$ cat src/rtl/alu_issue_regfile.sv
// alu_issue_regfile
//   Register file plus issue/writeback sequencer that feeds an external
//   32-bit combinational ALU. One instruction is accepted at a time via
//   instr_valid/instr_ready. It is sequenced IDLE -> EXEC -> WB -> IDLE,
//   which gives a throughput of one instruction every three cycles.
//   - IDLE: fetches the operands and registers alu_a/alu_b/alu_ctrl.
//   - EXEC: samples alu_result/alu_zero and writes back to the register
//     file. LOADI writes the immediate instead.
//   - WB:   holds the one-cycle wb_valid/illegal_op pulses.
// Ports
//   clk, rst                      clock, synchronous active-high reset
//   instr_valid/instr_ready       instruction handshake (ready = IDLE)
//   instr_op/rd/rs1/rs2/imm       instruction fields
//   alu_a/alu_b/alu_ctrl          registered operands/opcode to the ALU
//   alu_result/alu_zero           ALU response
//   wb_valid/wb_rd/wb_data        retirement report (pulse + held values)
//   zero_flag                     zero of the last retired ALU op (held)
//   illegal_op                    one-cycle pulse for opcodes 1001..1111
//   dbg_addr/dbg_data             combinational debug read (R0 reads 0)
module alu_issue_regfile #(
  parameter int DATA_W = 32,
  parameter int REG_AW = 4
) (
  input  logic              clk,
  input  logic              rst,
  input  logic              instr_valid,
  output logic              instr_ready,
  input  logic [3:0]        instr_op,
  input  logic [REG_AW-1:0] instr_rd,
  input  logic [REG_AW-1:0] instr_rs1,
  input  logic [REG_AW-1:0] instr_rs2,
  input  logic [DATA_W-1:0] instr_imm,
  output logic [DATA_W-1:0] alu_a,
  output logic [DATA_W-1:0] alu_b,
  output logic [3:0]        alu_ctrl,
  input  logic [DATA_W-1:0] alu_result,
  input  logic              alu_zero,
  output logic              wb_valid,
  output logic [REG_AW-1:0] wb_rd,
  output logic [DATA_W-1:0] wb_data,
  output logic              zero_flag,
  output logic              illegal_op,
  input  logic [REG_AW-1:0] dbg_addr,
  output logic [DATA_W-1:0] dbg_data
);

  localparam int NREGS = 2 ** REG_AW;
  localparam logic [3:0] OP_LOADI = 4'b1000;

  typedef enum logic [1:0] {
    IDLE = 2'd0,
    EXEC = 2'd1,
    WB   = 2'd2
  } state_e;

  state_e              state_q, state_d;
  logic [DATA_W-1:0]   rf_q [NREGS];
  logic [3:0]          op_q;
  logic [REG_AW-1:0]   rd_q;
  logic [DATA_W-1:0]   imm_q;
  logic [DATA_W-1:0]   rs1_val, rs2_val;

  // R0 is hardwired to zero on every read path.
  assign rs1_val  = (instr_rs1 == '0) ? '0 : rf_q[instr_rs1];
  assign rs2_val  = (instr_rs2 == '0) ? '0 : rf_q[instr_rs2];
  assign dbg_data = (dbg_addr  == '0) ? '0 : rf_q[dbg_addr];

  assign instr_ready = (state_q == IDLE);

  always_comb begin
    state_d = state_q;
    case (state_q)
      IDLE:    if (instr_valid) state_d = EXEC;
      EXEC:    state_d = WB;
      WB:      state_d = IDLE;
      default: state_d = IDLE;
    endcase
  end

  always_ff @(posedge clk) begin
    if (rst) begin
      state_q    <= IDLE;
      for (int i = 0; i < NREGS; i++) rf_q[i] <= '0;
      op_q       <= '0;
      rd_q       <= '0;
      imm_q      <= '0;
      alu_a      <= '0;
      alu_b      <= '0;
      alu_ctrl   <= '0;
      wb_valid   <= 1'b0;
      wb_rd      <= '0;
      wb_data    <= '0;
      zero_flag  <= 1'b0;
      illegal_op <= 1'b0;
    end else begin
      state_q <= state_d;
      case (state_q)
        // Issue: latch the instruction and present the operands to the ALU.
        IDLE: begin
          if (instr_valid) begin
            op_q     <= instr_op;
            rd_q     <= instr_rd;
            imm_q    <= instr_imm;
            alu_a    <= rs1_val;
            alu_b    <= rs2_val;
            alu_ctrl <= instr_op;
          end
        end
        // Execute: the ALU output has been settling all cycle; retire here.
        EXEC: begin
          wb_rd <= rd_q;
          if (!op_q[3]) begin
            if (rd_q != '0) rf_q[rd_q] <= alu_result;
            wb_data   <= alu_result;
            zero_flag <= alu_zero;
            wb_valid  <= 1'b1;
          end else if (op_q == OP_LOADI) begin
            if (rd_q != '0) rf_q[rd_q] <= imm_q;
            wb_data  <= imm_q;
            wb_valid <= 1'b1;
          end else begin
            illegal_op <= 1'b1;
          end
        end
        // Writeback report: pulses last exactly this one cycle.
        WB: begin
          wb_valid   <= 1'b0;
          illegal_op <= 1'b0;
        end
        default: ;
      endcase
    end
  end

endmodule

$ cat config.mk
export PLATFORM = sky130hd
export DESIGN_NAME = alu_issue_regfile
export DESIGN_NICKNAME = d
export VERILOG_FILES = /design/src/rtl/alu_issue_regfile.sv
export SDC_FILE = /design/constraint.sdc
export NUM_CORES = 1
export LEC_CHECK = 0
export ABC_AREA = 0
export CORE_AREA = 2 2 310 190
export DETAILED_ROUTE_END_ITERATION = 10
export DIE_AREA = 0 0 312 192
export DONT_BUFFER_PORTS = 1
export PLACE_DENSITY = 0.89
export SYNTH_ARGS = -nofsm -noshare
export SYNTH_HDL_FRONTEND = slang
export SYNTH_SLANG_ARGS = --single-unit
$ cat constraint.sdc
create_clock -name clk -period 4.1 [get_ports clk]
set_input_delay 0.205 -clock clk [delete_from_list [all_inputs] [get_ports clk]]
set_output_delay 0.205 -clock clk [all_outputs]
set_load 0.005 [all_outputs]
Yosys cells after proc, flatten, opt, wreduce, memory -nomap -nowiden
Memories as Yosys holds them, arrays and structs flattened. Cells that the tools add are included.

Bits in registers: 145. Memory bits (writable): 512. Bits of input ports: 88. Output and inout bits: 140. Memories kept: 1.

Equality and inequality tests: 8. Muxes and demuxes: 29. Bitwise logic cells: 2. Reductions and logical operators: 12.

Memories: rf_q (words 16, bits a word 32, rd ports 3, clocked after memory_dff 0, write ports 16, RTL line 57) `logic [DATA_W-1:0] rf_q [NREGS];`.

Operators with widths (number): 32-bit 2-to-1 mux (7); 32-bit OR reduction (1); 1-bit 2-to-1 mux (17); 4-bit zero test (3); 2-bit AND reduction (4); 2-bit != test (second input constant) (3); 4-bit == test (second input constant) (1); 4-bit 2-to-1 mux (1); 1-bit one-hot mux with 2 select lines (2); 2-bit one-hot mux with 2 select lines (1); 4-bit nonzero test (1); 3-bit != test (second input constant) (1); 3-bit AND reduction (1); 2-bit by 1-bit == test with 1-bit output (second input constant) (1); 2-bit == test (second input constant) (1); 2-bit zero test (1); 2-bit 2-to-1 mux (1); 2-bit by 1-bit != test with 1-bit output (second input constant) (1); 2-bit nonzero test (1); 1-bit inverter (1); 1-bit OR (1).

Logic depth before layout (Yosys ltp)
Depth after elaboration: 10. Gate-level depth with buffers: 9.

Worst setup path before layout
Ideal clock, no wire load.

Kind: reg2reg. From: register rd_q[3]. To: memory rf_q[10][0], enable pin. Arrival: 2.161 ns. Setup slack: 1.457 ns. Stages on the path, launching flop included: 6. Buffers on the path: 1. Path through: dfxtp_1 -> or4_2 -> and4b_1 -> buf_2 -> nand3_1 -> nand2b_1.

RTL lines: start, declared (RTL line 59) `logic [REG_AW-1:0] rd_q;`; start signal, assigned (RTL line 102) `rd_q <= instr_rd;`; end, declared (RTL line 57).

==> metrics.yaml <==
power_and_ir_drop:
  power_w: 0.0154
  p_comb_share_pct: 11.5
  p_per_area_mw_per_mm2: 394
  p_sw_w: 0.00390
  clockPowerShare_pct: 38.0
  p_seq_share_pct: 50.5
  irDropWorstVdd_mv: 0.361
  power.internal_w: 0.0115
  sw_frac_of_total_pct: 25.3
  p_leak_nw: 13.0
job:
  cap_violations: 0
final_layout:
  drive_gt1_share_pct: 35.2
  nFillCells: 3467
  instances_no_fill: 3334
  nNetsFinal: 2604
  area_growth_pct: 8.35
synthesis:
  ys_warn_count: 0
  syn_area_sq_mm: 0.0361
  synth_edf_count: 512
  synth_common_cells: "edfxtp_1, mux4_2, nor2_2"
  synth_cells: 2527
  yosysMostFrequentCell: "edfxtp_1"
  synth_top_cell_by_area: "edfxtp_1"
  synthDistinctLibCells: 43
  synthTopCellsByArea: "edfxtp_1, mux4_2, dfxtp_1"
  synth_area_per_cell_sq_um: 14.3
  synthArstFlopShare_pct: 0
  ys_seq_area_share_pct: 50.6
  synthFlopType: "edfxtp_1"
  ys_ff_latch: 657
  synth.top_cell.area_share_pct: 42.5
setup_path:
  path_class: "register to register"
  rr_endpoint: "rf_q[5][28]$_SDFFCE_PN0P_"
  crit_arrival_ns: 3.59
  reg2reg_from: "op_q[0]$_SDFFE_PP0P_"
  max_stage_delay_ns: 0.81
  path_buf_inv: 1
  path_max_fanout: 17
  rr_worst_depth: 5
  path_delay_family: "simple AND/OR/NAND/NOR gates"
  critical_path.slowest_cell: "nand2b_2"
  critPathLaunchType: "register"
  r2r_slack_ns: 0.83
  crit_path_cell_trace: "o31ai_1, and4b_1, nand3_2, nand2b_2, buf_4"
  critPathCaptureType: "register"
  worstPathRequired_ns: 4.42
floorplan:
  initial_core_util_pct: 63.6
  dieArea_sq_mm: 0.0599
  core_area_sq_mm: 0.0568
  num_rows: 68
  num_io_pins: 228
  die_y_um: 192
  die_w_um: 312
status:
  violations: "negative hold slack"
  status: "complete, but fails checks"
clock_tree:
  htree_num_levels: 2
  cts_sinks: 657
  insertion_delay_ns: 0.65
  cts_made_buffers: 57
  clk_pin_slew_ns: 0.07
  clk_path_buf_depth: 3
  clockRootBuffer: "clkbuf_16"
  post_cts_buffers: 0
  cts_tree: "done"
place:
  dp.final_hpwl_um: 64300
  gp_congestion: 0.860
  place_inst: 3135
  portBuffers: 0
sta:
  skew_ns: 0.0329
  setup-violations-final: 0
  max_slew_margin_pct: 11.7
  rsz0062_at_grt: "false"
  setup_tns_ns: 0
  post-route-min-period_ns: 3.27
  fin_crit_sh_pct: 79.9
  hold_violations: 3
  worst_pin_slew_ns: 1.32
  slew_viol_final: 0
  fmax_mhz: 305
  hold_slack_ns: -0.0111
route:
  wl_per_cell_um: 36.2
  drtIter0Drc: 5330
  routed_wl_um: 121000
  vias: 26251
  first_pass_iters: 7
  ant_nets: 0
  vias_per_cell: 7.87
  drc: 0
grt:
  gr-total-overflow: 0
  antenna_found_initial: 5
  grt_pass1_wl_um: 174000
  grt_pass1_vias: 26414
  grt_max_degree: 129
  grtUsageTotal_pct: 40.1
min_path:
  whs_path_depth: 3
  min_to: "alu_b[25]$_SDFFE_PP0P_"
  hold_class: "primary input to register"
  hold_start: "instr_rs2[1]"
[stage by stage]
step / hold WS [ns] / util, % / worst slack, ns / instance area, sq um
6_report: -0.0111 / 68.9 / 0.826 / 39200
5_1_grt: 0.00156 / 68.9 / 0.800 / 39200
4_1_cts: 0.00103 / 68.9 / 1.06 / 39100
3_5_place_dp: 0.288 / 63.8 / 1.06 / 36300
3_3_place_gp: 0.287 / 63.8 / 1.14 / 36300
2_1_floorplan: 0.341 / - / 1.46 / 36300
[layer usage]
| layer | global-route usage (%) | routed length (um) | up-vias | share of wire [%] |
|---|---|---|---|---|
| met3 | 17.2 | 22800 | 733 | 19 |
| met1 | 49.4 | 35900 | 12716 | 30 |
| li1 | - | - | 9715 | - |
| met2 | 59.6 | 53300 | 3081 | 44 |
| met4 | 23.0 | 8620 | 6 | 7.1 |
| met5 | 0.568 | 54 | - | 0.045 |
[placed cells by master (no fill, tap or decap), drive strengths merged, types with 2 or more instances in the layout]
cell type    count
conb            32
ha               4
bufinv           9
and2             4
inv              5
clkinv          19
nor2b            6
diode            5
nand3           11
a22oi           64
mux4           352
nand2          152
clkbuf          72
clkinvlp         3
dlygate4sd3     83
nor2           525
o211ai          65
dfxtp          145
a211oi          32
edfxtp         512
a221o           31
mux2i          168
nor3b            3
mux2            32
a21oi          104
buf             64
nand2b          48
nor4             2
nand4b           4
[state kept, by name (all words and copies together) (netlist names)]
signal	flops
rd_q	4
state_q	2
op_q	4
alu_a	32
rf_q	512
wb_valid	1
imm_q	32
alu_b	32
zero_flag	1
wb_data	32
illegal_op	1
wb_rd	4
[how the worst max path moves through the flow]
stage / startpoint / endpoint / slack (ns) / cells past startpoint
2_1_floorplan: rd_q[3]$_SDFFE_PP0P_ / rf_q[10][0]$_SDFFCE_PN0P_ / 1.46 / 5
3_3_place_gp: op_q[0]$_SDFFE_PP0P_ / rf_q[3][30]$_SDFFCE_PN0P_ / 1.14 / 5
3_5_place_dp: op_q[0]$_SDFFE_PP0P_ / rf_q[5][28]$_SDFFCE_PN0P_ / 1.06 / 5
4_1_cts: op_q[3]$_SDFFE_PP0P_ / rf_q[11][13]$_SDFFCE_PN0P_ / 1.06 / 6
5_1_grt: state_q[1]$_SDFFE_PP0P_ / rf_q[13][15]$_SDFFCE_PN0P_ / 0.80 / 7
6_report: op_q[0]$_SDFFE_PP0P_ / rf_q[5][28]$_SDFFCE_PN0P_ / 0.83 / 5
[worst min-delay path: stages]
cell and delay [ns]:
mux4_2 0.21, a22oi_1 0.06, o211ai_1 0.08
[power by group through the flow]
stage | sequential, W | clock (W) | combinational (W)
after detailed placement | 0.00789 | 0 | 0.00151
after floorplan | 0.00778 | 0 | 0.00138
after CTS | 0.00776 | 0.00572 | 0.00170
final | 0.00779 | 0.00586 | 0.00178
after global routing | 0.00780 | 0.00603 | 0.00182
after global placement | 0.00785 | 0 | 0.00146
[area by class of cell]
class	count	area [sq um]	share of cell area (%)
multi-input combinational	1647	16500	42.2
inverter	2	7.51	0.0192
clock inverter	34	400	1.02
clock buffer	72	1530	3.91
timing repair buffer	147	1430	3.65
sequential	657	18300	46.7
antenna	5	12.5	0.0319
tap	770	963	2.46
[kinds of logic (layout without fill, tap and decap cells)]
family                     count (synthesis)  in the layout  share of synthesized area (%)
AOI/OAI and AO/OA                        299            299                           5.70
adders and majority gates                  4              4                          0.138
buffers and inverters                    254            255                           4.28
DFF                                      657            657                           50.6
muxes                                    552            552                           28.6
other                                      1             37                         0.0104
and+or+nand+nor                          760            760                           10.7
[repair_timing]
action	in CTS	in global routing
hold endpoints to repair	353	0
hold buffers	88	0
resized for setup	0	0
(Power assumes the default switching activity.)
